[src/rtl/dev_port_fifo.sv]
// Per-device port buffer: TX FIFO from the agent toward the bus, and an
// address-filtered RX FIFO from the bus toward the agent. Both FIFOs are FWFT.
module dev_port_fifo #(
  parameter int unsigned pckg_sz   = 16,
  parameter int unsigned depth     = 8,
  parameter logic [7:0]  id        = 8'h00,
  parameter logic [7:0]  broadcast = 8'hFF
) (
  input  logic                         clk,
  input  logic                         reset,
  input  logic                         wr,
  input  logic [pckg_sz-1:0]           wr_data,
  output logic                         pndng,
  output logic [pckg_sz-1:0]           D_pop,
  input  logic                         pop,
  input  logic                         push,
  input  logic [pckg_sz-1:0]           D_push,
  input  logic                         rd,
  output logic                         rx_valid,
  output logic [pckg_sz-1:0]           rd_data,
  output logic [$clog2(depth+1)-1:0]   tx_count,
  output logic [$clog2(depth+1)-1:0]   rx_count,
  output logic                         tx_ovf,
  output logic                         rx_ovf,
  output logic                         tx_unf
);

  localparam int unsigned AW = $clog2(depth);
  localparam int unsigned CW = $clog2(depth+1);

  logic [pckg_sz-1:0] r_tx_mem [depth];
  logic [AW-1:0]      r_tx_wp;
  logic [AW-1:0]      r_tx_rp;
  logic [CW-1:0]      r_tx_cnt;
  logic               r_tx_ovf;
  logic               r_tx_unf;

  logic [pckg_sz-1:0] r_rx_mem [depth];
  logic [AW-1:0]      r_rx_wp;
  logic [AW-1:0]      r_rx_rp;
  logic [CW-1:0]      r_rx_cnt;
  logic               r_rx_ovf;

  logic w_tx_empty, w_tx_full, w_tx_pop_ok, w_tx_wr_ok;
  logic w_rx_empty, w_rx_full, w_rx_rd_ok, w_rx_wr_ok, w_rx_match;

  always_comb begin
    w_tx_empty  = (r_tx_cnt == '0);
    w_tx_full   = (r_tx_cnt == CW'(depth));
    w_tx_pop_ok = pop && !w_tx_empty;
    // A full FIFO still accepts a write when the head leaves in the same cycle.
    w_tx_wr_ok  = wr && (!w_tx_full || w_tx_pop_ok);

    w_rx_empty  = (r_rx_cnt == '0);
    w_rx_full   = (r_rx_cnt == CW'(depth));
    w_rx_match  = push && ((D_push[pckg_sz-1 -: 8] == id) ||
                           (D_push[pckg_sz-1 -: 8] == broadcast));
    w_rx_rd_ok  = rd && !w_rx_empty;
    w_rx_wr_ok  = w_rx_match && (!w_rx_full || w_rx_rd_ok);
  end

  // Storage needs no reset: emptiness is tracked by the counters and masks the outputs.
  always_ff @(posedge clk) begin
    if (w_tx_wr_ok) r_tx_mem[r_tx_wp] <= wr_data;
    if (w_rx_wr_ok) r_rx_mem[r_rx_wp] <= D_push;
  end

  always_ff @(posedge clk) begin
    if (reset) begin
      r_tx_wp  <= '0;
      r_tx_rp  <= '0;
      r_tx_cnt <= '0;
      r_tx_ovf <= 1'b0;
      r_tx_unf <= 1'b0;
    end else begin
      if (w_tx_wr_ok)          r_tx_wp  <= r_tx_wp + AW'(1);
      if (w_tx_pop_ok)         r_tx_rp  <= r_tx_rp + AW'(1);
      if (wr && !w_tx_wr_ok)   r_tx_ovf <= 1'b1;
      if (pop && w_tx_empty)   r_tx_unf <= 1'b1;
      r_tx_cnt <= r_tx_cnt + CW'(w_tx_wr_ok) - CW'(w_tx_pop_ok);
    end
  end

  always_ff @(posedge clk) begin
    if (reset) begin
      r_rx_wp  <= '0;
      r_rx_rp  <= '0;
      r_rx_cnt <= '0;
      r_rx_ovf <= 1'b0;
    end else begin
      if (w_rx_wr_ok)                r_rx_wp  <= r_rx_wp + AW'(1);
      if (w_rx_rd_ok)                r_rx_rp  <= r_rx_rp + AW'(1);
      if (w_rx_match && !w_rx_wr_ok) r_rx_ovf <= 1'b1;
      r_rx_cnt <= r_rx_cnt + CW'(w_rx_wr_ok) - CW'(w_rx_rd_ok);
    end
  end

  always_comb begin
    pndng    = !w_tx_empty;
    D_pop    = w_tx_empty ? '0 : r_tx_mem[r_tx_rp];
    rx_valid = !w_rx_empty;
    rd_data  = w_rx_empty ? '0 : r_rx_mem[r_rx_rp];
    tx_count = r_tx_cnt;
    rx_count = r_rx_cnt;
    tx_ovf   = r_tx_ovf;
    rx_ovf   = r_rx_ovf;
    tx_unf   = r_tx_unf;
  end

endmodule

[config.mk]
export PLATFORM = sky130hd
export DESIGN_NAME = dev_port_fifo
export DESIGN_NICKNAME = d
export VERILOG_FILES = /design/src/rtl/dev_port_fifo.sv
export SDC_FILE = /design/constraint.sdc
export NUM_CORES = 1
export LEC_CHECK = 0
export CORE_UTILIZATION = 40
export CTS_CLUSTER_SIZE = 16
export DETAILED_ROUTE_END_ITERATION = 8
export PLACE_DENSITY_LB_ADDON = 0.2
export SYNTH_ARGS = -nofsm -noshare
export SYNTH_HDL_FRONTEND = slang
export SYNTH_SLANG_ARGS = --single-unit
[constraint.sdc]
create_clock -name clk -period 9.7 [get_ports clk]
set_input_delay 1.455 -clock clk [delete_from_list [all_inputs] [get_ports clk]]
set_output_delay 1.455 -clock clk [all_outputs]
set_load 0.02 [all_outputs]
# Word level (Yosys, flattened, before mapping)
# Memory sizes are Yosys's and may differ from the RTL's. A register that Yosys moved wholly into a read port is not among the register bits.
# Cells that the tools add are included.
# word_totals
mem_count,2
ff_bits,23
ramBits,256
wordCells,52
in_bits,38
# mem_list
memory,depth,width,rd,rd_clocked_by_memory_dff,write_ports,line_no,rtl
r_rx_mem,8,16,1,1,1,38,logic [pckg_sz-1:0] r_rx_mem [depth];
r_tx_mem,8,16,1,1,1,31,logic [pckg_sz-1:0] r_tx_mem [depth];
# op_classes
add_sub_neg,8
reduce_logical,20
muxes,10
eq_ne,3
# op_table
operator,n
2-to-1 mux 16 bit,2
adder 3 x 1 -> 3 bit (second input constant),4
2-to-1 mux 3 bit,4
adder 4 x 1 -> 4 bit,2
== test 4 bit (second input constant),2
== test 8 bit (second input constant),1
logical AND 1 bit,8
zero test 4 bit,2
zero test 8 bit,1
subtractor 4 x 1 -> 4 bit,2
zero test 1 bit,6
2-to-1 mux 1 bit,4
logical OR 1 bit,3

# Longest topological paths before layout
# depth
depth_word,7
ltp_mapped,13

# Least setup slack after synthesis
# Ideal clock, no wire load.
# synth_path
kind,input -> register
startpoint,input D_push[12]
endpoint,memory r_rx_mem[1][0] (enable)
setup_slack_ps,5379
arrival_time_ps,3891
setup_time_ps,430
required_time_ps,9270
n_path_buf,0
stages,4
path_cell_list,or4_4 > nor2_4 > o211ai_2 > nor4_1
# synth_between
elab_chain_cells,6
word_cells_on_any_way,7
classes_between,eq/ne (1); mux (2); reduce/logical (4)
# synth_rtl
item,line_no,rtl
start: declaration,17,"input logic [pckg_sz-1:0] D_push,"
== test 8 bit or zero test 8 bit (tied branches),"57, 56",
logical OR 1 bit *,56,w_rx_match = push && ((D_push[pckg_sz-1 -: 8] == id) ||
logical AND 1 bit *,56,
logical AND 1 bit *,59,w_rx_wr_ok = w_rx_match && (!w_rx_full || w_rx_rd_ok);
2-to-1 mux 1 bit *,65,if (w_rx_wr_ok) r_rx_mem[r_rx_wp] <= D_push;
2-to-1 mux 1 bit (not written as such) *,65,
end: declaration,38,
# Mark *: on every way between the ends. The rest lies on a longest branch, timed or not.

==> flow_metrics.env <==
export IMPL_setup_viol=0
export IMPL_whs_path_depth=2
export IMPL_synth_top_cells_by_count="edfxtp_1 (256), mux4_2 (64), nor2_1 (59)"
export IMPL_met2WireLength_um=10500
export IMPL_ys_warn_count=0
export IMPL_max_slew_worst_pin_slew_ps=1220
export IMPL_min_delay_start="rx_ovf"
export IMPL_cp_required_ps=8250
export IMPL_critical_path_class="reg2out"
export IMPL_ys_seq_area_share_pct=74.0
export IMPL_hold_slack_ps=448
export IMPL_rsz0062_at_grt="false"
export IMPL_viasPerCell=5.07
export IMPL_antenna_left=0
export IMPL_clock_sinks=285
export IMPL_fin_cells=1069
export IMPL_clkPwrFrac_pct=30.0
export IMPL_hold_buffers=0
export IMPL_swShare_pct=28.3
export IMPL_pwr_share_comb_pct=28.1
export IMPL_grt_pass1_vias=5779
export IMPL_rrSetupSlack_ps=6660
export IMPL_synth_largest_area_cell="edfxtp_1"
export IMPL_post_place_cells=1014
export IMPL_synth_edff_count=256
export IMPL_cts_buffer_depth=3
export IMPL_io_pins=83
export IMPL_critical_path_max_fanout=32
export IMPL_setup_tns_final_ps=0
export IMPL_irDropWorstVdd_mv=0.178
export IMPL_power_frac_seq_pct=41.9
export IMPL_final_util_pct=49.4
export IMPL_rows=60
export IMPL_fin_crit_sh_pct=45.4
export IMPL_antenna_cells=0
export IMPL_fp_dieW_um=169
export IMPL_antenna_found_initial=0
export IMPL_drive_gt1_share_pct=19.7
export IMPL_synth_area_leaders="edfxtp_1 (69%), mux4_2 (13%), dfxtp_1 (5.2%)"
export IMPL_min_period_ps=4400
export IMPL_drt_total_wl_um=21200
export IMPL_timing_rr_start="rx_count[2]"
export IMPL_total_power_w=0.00347
export IMPL_cap_violations=0
export IMPL_grt_ovfl_total=0
export IMPL_clk_latency_ps=540
export IMPL_ys_ff_latch=285
export IMPL_firstDrtPassIters=5
export IMPL_p_switching_w=0.000981
export IMPL_dp_final_hpwl_um=12600
export IMPL_floorplan_initialDensity_pct=41.1
export IMPL_synth_cells=572
export IMPL_p_per_area_mw_per_mm2=258
export IMPL_drtIter0Drc=353
export IMPL_max_slew_margin_pct=18.7
export IMPL_top_layer_used="met4"
export IMPL_reg2reg_depth=10
export IMPL_cts_buffers=31
export IMPL_skew_ps=16.5
export IMPL_ys_types=39
export IMPL_critPathArrivalTime_ps=2950
export IMPL_nNetsFinal=730
export IMPL_die_area_mm2=0.0286
export IMPL_drt_met1_wl_um=9300
export IMPL_holdPathEnd="rx_ovf"
export IMPL_cts_root_buf="clkbuf_16"
export IMPL_grt_start_max_net_pins=33
export IMPL_postCtsSetupRepairBufs=0
export IMPL_core_mm2=0.0272
export IMPL_synth_top_area_share_pct=68.8
export IMPL_r2r_end="rx_count[2]"
export IMPL_ys_async_sr_fraction_pct=0
export IMPL_cts_tree="done"
export IMPL_p_int_w=0.00248
export IMPL_syn_area_mm2=0.0112
export IMPL_max_freq_mhz=227
export IMPL_area_growth_pct=20.1
export IMPL_synth_avg_cell_area_um2=19.5
export IMPL_via_count=5415
export IMPL_hold_viol=0
export IMPL_critical_path_endpoint_type="primary output"
export IMPL_gp_congestion=0.694
export IMPL_synth_flop_cell="edfxtp_1"
export IMPL_globalRouteTotalUtil_pct=15.1
export IMPL_io_buffers=82
export IMPL_yosysMostFrequentCell="edfxtp_1"
export IMPL_hp_class="reg2reg"
export IMPL_clk_pin_slew_ps=60
export IMPL_status="finished clean"
export IMPL_die_y_um=169
export IMPL_finalMaxSlewViolations=0
export IMPL_wl_per_cell_um=19.8
export IMPL_ctsResizeCount=0
export IMPL_crit_path_start_kind="flip-flop"
export IMPL_htreeDepth=1
export IMPL_grt_pass1_wl_um=32500
export IMPL_routed_wl_met3_um=1160
export IMPL_leakagePower_nw=4.23
export IMPL_syn_nets=627
export IMPL_drc=0
==> per-stage QoR <==
stage | cell area, µm² | setup WS [ps]
after floorplan | 11200 | 5380
after global placement | 12500 | 5300
after detailed placement | 12500 | 5180
after CTS | 13400 | 5230
after global routing | 13400 | 5080
final | 13400 | 5300
==> placed cells by master, fill, tap and decap left out, types with 3 or more instances in the layout <==
master / instances
mux4_2: 64
clkinv_2: 3
nand3_1: 5
a21oi_1: 8
clkdlybuf4s50_1: 82
nor2_1: 58
inv_1: 15
dfxtp_2: 4
nor2b_1: 4
xor2_1: 3
nor3_4: 4
xnor2_1: 5
clkbuf_16: 31
nand2b_1: 10
mux2i_1: 34
nand2_1: 6
clkbuf_1: 15
buf_4: 13
dfxtp_1: 25
edfxtp_1: 256
ha_1: 15
nor4_2: 4
==> worst max-delay path by stage <==
stage | end | slack [ps] | cells after the start
6_report | D_pop[0] | 5300 | 5
5_1_grt | D_pop[0] | 5080 | 5
4_1_cts | D_pop[0] | 5230 | 5
3_5_place_dp | r_rx_mem[7][5] | 5180 | 5
3_3_place_gp | r_rx_mem[7][6] | 5300 | 5
2_1_floorplan | r_rx_mem[1][0] | 5380 | 4
==> sequential cells by signal (all words and copies together) (netlist names), named ones only <==
register  cells
r_tx_rp       3
tx_ovf        1
rx_ovf        1
r_rx_wp       3
r_rx_mem    128
tx_unf        1
rx_count      4
r_tx_wp       3
r_rx_rp       3
tx_count      4
r_tx_mem    128
==> worst max-delay path, stage by stage, from the launching register on <==
cell	delay, ps
dfxtp_2	310
buf_4	520
mux4_2	580
mux2i_1	330
nor2_1	90
clkdlybuf4s50_1	570
==> cells by family (layout without fill, tap and decap cells) <==
logic type      count (synthesis)  count (layout)  share of synthesized area [%]
simple gates                  103             103                           4.39
fa+ha+maj                      17              17                           2.04
buf+inv                        40             165                           1.48
xor+xnor                        8               8                          0.627
compound gates                 18              18                           1.22
flops                         285             285                           74.0
mux                           101             101                           16.3
==> final cells by class <==
class / instances / area [µm²]
Fill cell: 2295 / 13700
Sequential cell: 285 / 8270
Multi-Input combinational cell: 247 / 2820
Timing Repair Buffer: 95 / 918
Clock buffer: 48 / 860
Tap cell: 372 / 465
Inverter: 15 / 56.3
Clock inverter: 7 / 38.8
==> per-layer routing <==
layer	track usage, %	vias to the layer above
li1	-	2486
met1	20.5	2776
met4	3.45	0
met2	25.4	129
met5	0	-
met3	2.89	24
==> power groups by stage <==
stage / Sequential, W / Combinational [W] / Clock, W
after floorplan: 0.00146 / 0.000640 / 0
after global placement: 0.00148 / 0.000985 / 0
after detailed placement: 0.00148 / 0.000990 / 0
after CTS: 0.00145 / 0.000995 / 0.00107
after global routing: 0.00146 / 0.00106 / 0.00111
final: 0.00145 / 0.000973 / 0.00104
Power figures use the tool's default switching activity.
==> RTL edit 1, RTL diff (same settings) <==
Set the parameter `depth` to 4 (it was 8).
--- a/src/rtl/dev_port_fifo.sv
+++ b/src/rtl/dev_port_fifo.sv
@@ -2,7 +2,7 @@
 // address-filtered RX FIFO from the bus toward the agent. Both FIFOs are FWFT.
 module dev_port_fifo #(
   parameter int unsigned pckg_sz   = 16,
-  parameter int unsigned depth     = 8,
+  parameter int unsigned depth     = 4,
   parameter logic [7:0]  id        = 8'h00,
   parameter logic [7:0]  broadcast = 8'hFF
 ) (
Interface: changed (resized rx_count and tx_count); port bits go from 83 to 81. The function was not compared with the original's and may differ.
==> RTL edit 1 against the original RTL <==
Power is 40% lower. Sequential cell count shrank 136. Setup slack better by 0.40 ns. Clock power decreased by 36%. Routed wire length down 52%. Final area down 44%. Via count decreased by 46%. Area after synthesis is 47% lower.
==> RTL edit 1: results (changes against the original RTL) <==
- Outcome: completed
- Setup WS pre-CTS: 5.271 ns (+0.08767 ns)
- Post-synth top cells: 128 x edfxtp_1, 38 x and2_1, 32 x mux4_2, 21 x dfxtp_1, 16 x nor2_1
- Area contributors post-synth: edfxtp_1 65%, mux4_2 12%, dfxtp_1 7.1%
- Share of the yosys chip area belonging to registers: 0.7245 (-0.01524)
- Initial DRC Count: 177 (-50%)
- Synth unique cells: 31 (-21%)
- CTS buffer count: 17 (-45%)
- Fraction of layout cells with a size suffix above 1: 0.1739 (-0.02264)
- Initial antenna violation count: 0 (unchanged)
- Vias in the first global route: 3,128 (-46%)
- Leakage: 2.475 nW (-41%)
- CTS Buffer Depth: 2 (-1)
- Top flop regs: r_rx_mem: 64 flops, r_tx_mem: 64 flops
- H-tree lvl count: 4 (+3)
- Final #Nets: 453 (-38%)
- Syn Nets: 366 (-42%)
- Tightest Pin Transition: 0.9003 ns (-0.3172 ns)
- Clock skew: 0.005039 ns (-0.01149 ns)
- Maximum fanout along the worst path: 7 (-78%)
- Post-cts resize count: 0 (unchanged)
- Post-synth ARST share: 0 (unchanged)
- Vias post-DR: 2,948 (-46%)
- Detailed-placement wirelength estimate: 6.390 mm (-49%)
- Worst Hold Class: flop to flop
- First-pass GRT wire length: 16.24 mm (-50%)
- GPL Wtd Cong: 0.6830 (-1.6%)
- Drt first pass iters: 4 (-1)
- Root buf cell: clkbuf_16
- Port bufs: 80 (-2.4%)
- Filler cells: 1,152 (-50%)
- Placed Cells incl. Taps: 562 (-45%)
- Latest clock arrival within the worst-skew pair: 0.41 ns (-0.13 ns)
- Largest net degree at the start of global routing: 22 (-33%)
- Post-synth EDFFs: 128 (-50%)
- Antenna diodes: 0 (unchanged)
- Global Route Usage Sum: 0.1506 (-0.0007695)
- Avg WL per Cell: 17.30 um (-13%)
- Maximum vdd drop: 0.1483 mV (-17%)
- Yosys warning total: 0 (unchanged)
- Cells after synthesis: 314 (-45%)
- Post-CTS setup buffer count: 0 (unchanged)
- CTS clk-pin slew, worst paths: 0.06 ns (about the same)
- WL final: 10.28 mm (-52%)
## RTL edit 1: changes by cell type in the layout (fill, tap and decap cells not counted), moves of 11 or more
cell       delta
mux2i_1      -32
mux4_2       -32
nor2_1       -42
edfxtp_1    -128
and2_1       +36
clkbuf_1     -12
clkbuf_16    -14
buf_4        -11
## RTL edit 1: routing by layer
layer | wire, um | GRT usage | vias up
li1 | - | - | 1366
met1 | 4660 | 0.1945 | 1502
met2 | 5041 | 0.2364 | 62
met3 | 363 | 0.04013 | 18
met4 | 211 | 0.07229 | 0
met5 | 0 | 0 | -
## RTL edit 1: report_power, final
| part | internal, mW | total, mW | switching (mW) |
|---|---|---|---|
| logic | 0.316 | 0.620 | 0.305 |
| registers | 0.743 | 0.775 | 0.0323 |
| clock network | 0.439 | 0.670 | 0.232 |
## RTL edit 1: cells by family after synthesis
logic type,Yosys count,synth area share
AO/OA/AOI/OAI,5,0.006377
XOR/XNOR,9,0.01339
AND/OR/NAND/NOR,76,0.07632
multiplexers,35,0.1284
buffers and inverters,26,0.01871
flip-flops,149,0.7245
adder cells (fa/ha/maj),14,0.03231
## RTL edit 1: final timing paths
check,from,end,slack [ns],cells past startpoint
setup / recovery,D_push[12],rx_count[2],5.69,13
hold / removal,tx_unf,tx_unf,0.48,2
setup reg to reg,rx_count[1],rx_count[2],6.94,10
hold reg to reg,tx_unf,tx_unf,0.48,2
## RTL edit 1: final cells by class
class / count / area, um2 / area share
Clock buffer: 25 / 505.5 / 0.06754
Multi-Input combinational cell: 139 / 1511 / 0.2019
Clock inverter: 7 / 117.6 / 0.01571
Inverter: 12 / 45.04 / 0.006018
Sequential cell: 149 / 4264 / 0.5697
Tap cell: 180 / 225.2 / 0.03009
Timing Repair Buffer: 82 / 815.8 / 0.1090
## RTL edit 1: critical path, cell delays in order
cell	delay [ns]
clkdlybuf4s50_1	0.51
nor4_2	0.36
nand2_1	0.14
a211oi_2	0.49
inv_1	0.09
ha_1	0.28
inv_1	0.05
ha_1	0.12
inv_1	0.04
fa_1	0.37
xor2_1	0.17
xnor2_1	0.14
nor2_1	0.05
## RTL edit 1: metrics by stage
stage          utilization  power [mW]  hold slack [ns]  cell area [um2]
2_1_floorplan            -       1.160           0.4807             5886
5_1_grt             0.5310       2.173           0.5157             7485
6_report            0.5310       2.066           0.4753             7485
3_3_place_gp        0.4868       1.418           0.4577             6862
4_1_cts             0.5310       2.098           0.4752             7485
3_5_place_dp        0.4868       1.422           0.4604             6862
==> RTL edit 2, RTL diff (same flow settings) <==
Without the edit above. Reset style: asynchronous (`reset`), changed in 2 clocked blocks.
--- a/src/rtl/dev_port_fifo.sv
+++ b/src/rtl/dev_port_fifo.sv
@@ -65,7 +65,7 @@
     if (w_rx_wr_ok) r_rx_mem[r_rx_wp] <= D_push;
   end
 
-  always_ff @(posedge clk) begin
+  always_ff @(posedge clk or posedge reset) begin
     if (reset) begin
       r_tx_wp  <= '0;
       r_tx_rp  <= '0;
@@ -81,7 +81,7 @@
     end
   end
 
-  always_ff @(posedge clk) begin
+  always_ff @(posedge clk or posedge reset) begin
     if (reset) begin
       r_rx_wp  <= '0;
       r_rx_rp  <= '0;
Function: differs if reset is asserted again (counterexample within 4 cycles, from zero or initial values and one cycle with reset high); with reset held inactive, the same outputs for 4 cycles.
==> RTL edit 2 against the original RTL <==
Power increased by 12%. Final area fell by 0.98%. Routed wire length increased by 1.2%. Fmax decreased by 1.5%. Area after synthesis fell by 0.72%. Sequential cell count down 6. Setup slack worse by 0.068 ns. Via count is 3.1% lower.
==> RTL edit 2: results (changes against the original RTL) <==
- Cells after synthesis: 539 (-5.8%)
- Leakage: 4.459 nW (+5.5%)
- Final #Nets: 694 (-4.9%)
- Delay-heaviest family, CP: buffers and inverters
- Grt met2 use: 0.2542 (+0.0003029)
- Share of the yosys chip area belonging to registers: 0.7446 (+0.004887)
- Initial DRC Count: 360 (+2.0%)
- Wire length on met2: 10.36 mm (-0.90%)
- Vias per cell: 5.099 (+0.66%)
- DP Area: 12,460 um2 (-0.57%)
- Met1 WL: 9.837 mm (+5.8%)
- Met3 GRT Util: 0.02361 (-0.005303)
- Detailed-placement wirelength estimate: 12.92 mm (+2.7%)
- Post-synth top cells: 256 x edfxtp_1, 64 x mux4_2, 42 x nor2_1, 33 x mux2i_1, 23 x dfrtp_1
- First-pass GRT wire length: 33.26 mm (+2.4%)
- Tightest Pin Transition: 1.201 ns (-0.01669 ns)
- Largest net degree at the start of global routing: 35 (+6.1%)
- Clock skew: 0.01949 ns (+0.002956 ns)
- Post-synthesis mux area share: 0.1637 (+0.0009490)
- Syn Nets: 594 (-5.3%)
- Area contributors post-synth: edfxtp_1 69%, mux4_2 13%, dfrtp_1 5.2%
- WL met3: 842 um (-27%)
- GPL Wtd Cong: 0.6906 (-0.50%)
- Maximum fanout along the worst path: 30 (-6.3%)
- Compound-Gate Fraction of Synth Area: 0.008344 (-0.003858)
- Final Non-Filler Cells: 1,029 (-3.7%)
- Outcome: completed
- Maximum vdd drop: 0.1700 mV (-4.4%)
- Avg WL per Cell: 20.85 um (+5.1%)
- Placed Cells incl. Taps: 981 (-3.3%)
- Vias in the first global route: 5,736 (-0.74%)
- Post-synth ARST share: 0.08244 (+0.08244)
- Critical path data arrival time: 3.02 ns (+0.07 ns)
- Fraction of layout cells with a size suffix above 1: 0.2131 (+0.01653)
- Final core occ: 0.4906 (-0.003479)
- Synth Area in XOR/XNOR: 0.008682 (+0.002413)
- Synth unique cells: 35 (-10%)
==> RTL edit 2: changes by cell type after synthesis, moves of 3 or more <==
cell and delta:
dfrtp_1 +23, nor2_1 -17, nand2b_1 -5, nor4_1 -4, dfxtp_1 -29, nor2b_1 -4
mux2_2 +3, a21oi_1 -6, nor4_2 +4
==> RTL edit 2: worst paths after layout <==
path	start	end	slack, ns	cells after the start
min reg2reg	tx_unf	tx_unf	0.47	1
min	tx_unf	tx_unf	0.47	1
max in group asynchronous	reset	r_tx_rp[1]	7.68	2
max reg2reg	tx_count[2]	tx_count[2]	6.71	11
max	r_rx_rp[0]	rd_data[12]	5.23	5
min in group asynchronous	reset	tx_count[3]	1.41	2
==> RTL edit 2: cells by family after synthesis <==
| logic type | after synthesis |
|---|---|
| AND/OR/NAND/NOR | 75 |
| AO/OA/AOI/OAI | 12 |
| multiplexers | 101 |
| adder cells (fa/ha/maj) | 17 |
| buffers and inverters | 44 |
| flip-flops | 279 |
| XOR/XNOR | 11 |
==> RTL edit 2: worst register-to-register path, delay by kind of cell (launching register included) <==
kind / cells / cell delay, ns
xor gates and xnor gates: 1 / 0.17
adders and majority gates: 4 / 1.02
buffers and inverters: 4 / 0.39
DFF: 1 / 0.38
and+or+nand+nor: 2 / 0.92
==> RTL edit 2: area by class of cell <==
cell class              count  area [um2]
clock inverters            14       93.84
fillers                  2219       13800
flip-flops and latches    279        8268
clock buffers              34       744.5
inverters                  17       63.81
multi-input cells         216        2728
repair buffers             97       933.4
well taps                 372       465.4
==> RTL edit 2: report_power, final <==
group | switching, mW | total [mW] | internal [mW]
Sequential | 0.142 | 1.58 | 1.44
Combinational | 0.635 | 1.30 | 0.664
Clock | 0.425 | 0.991 | 0.567
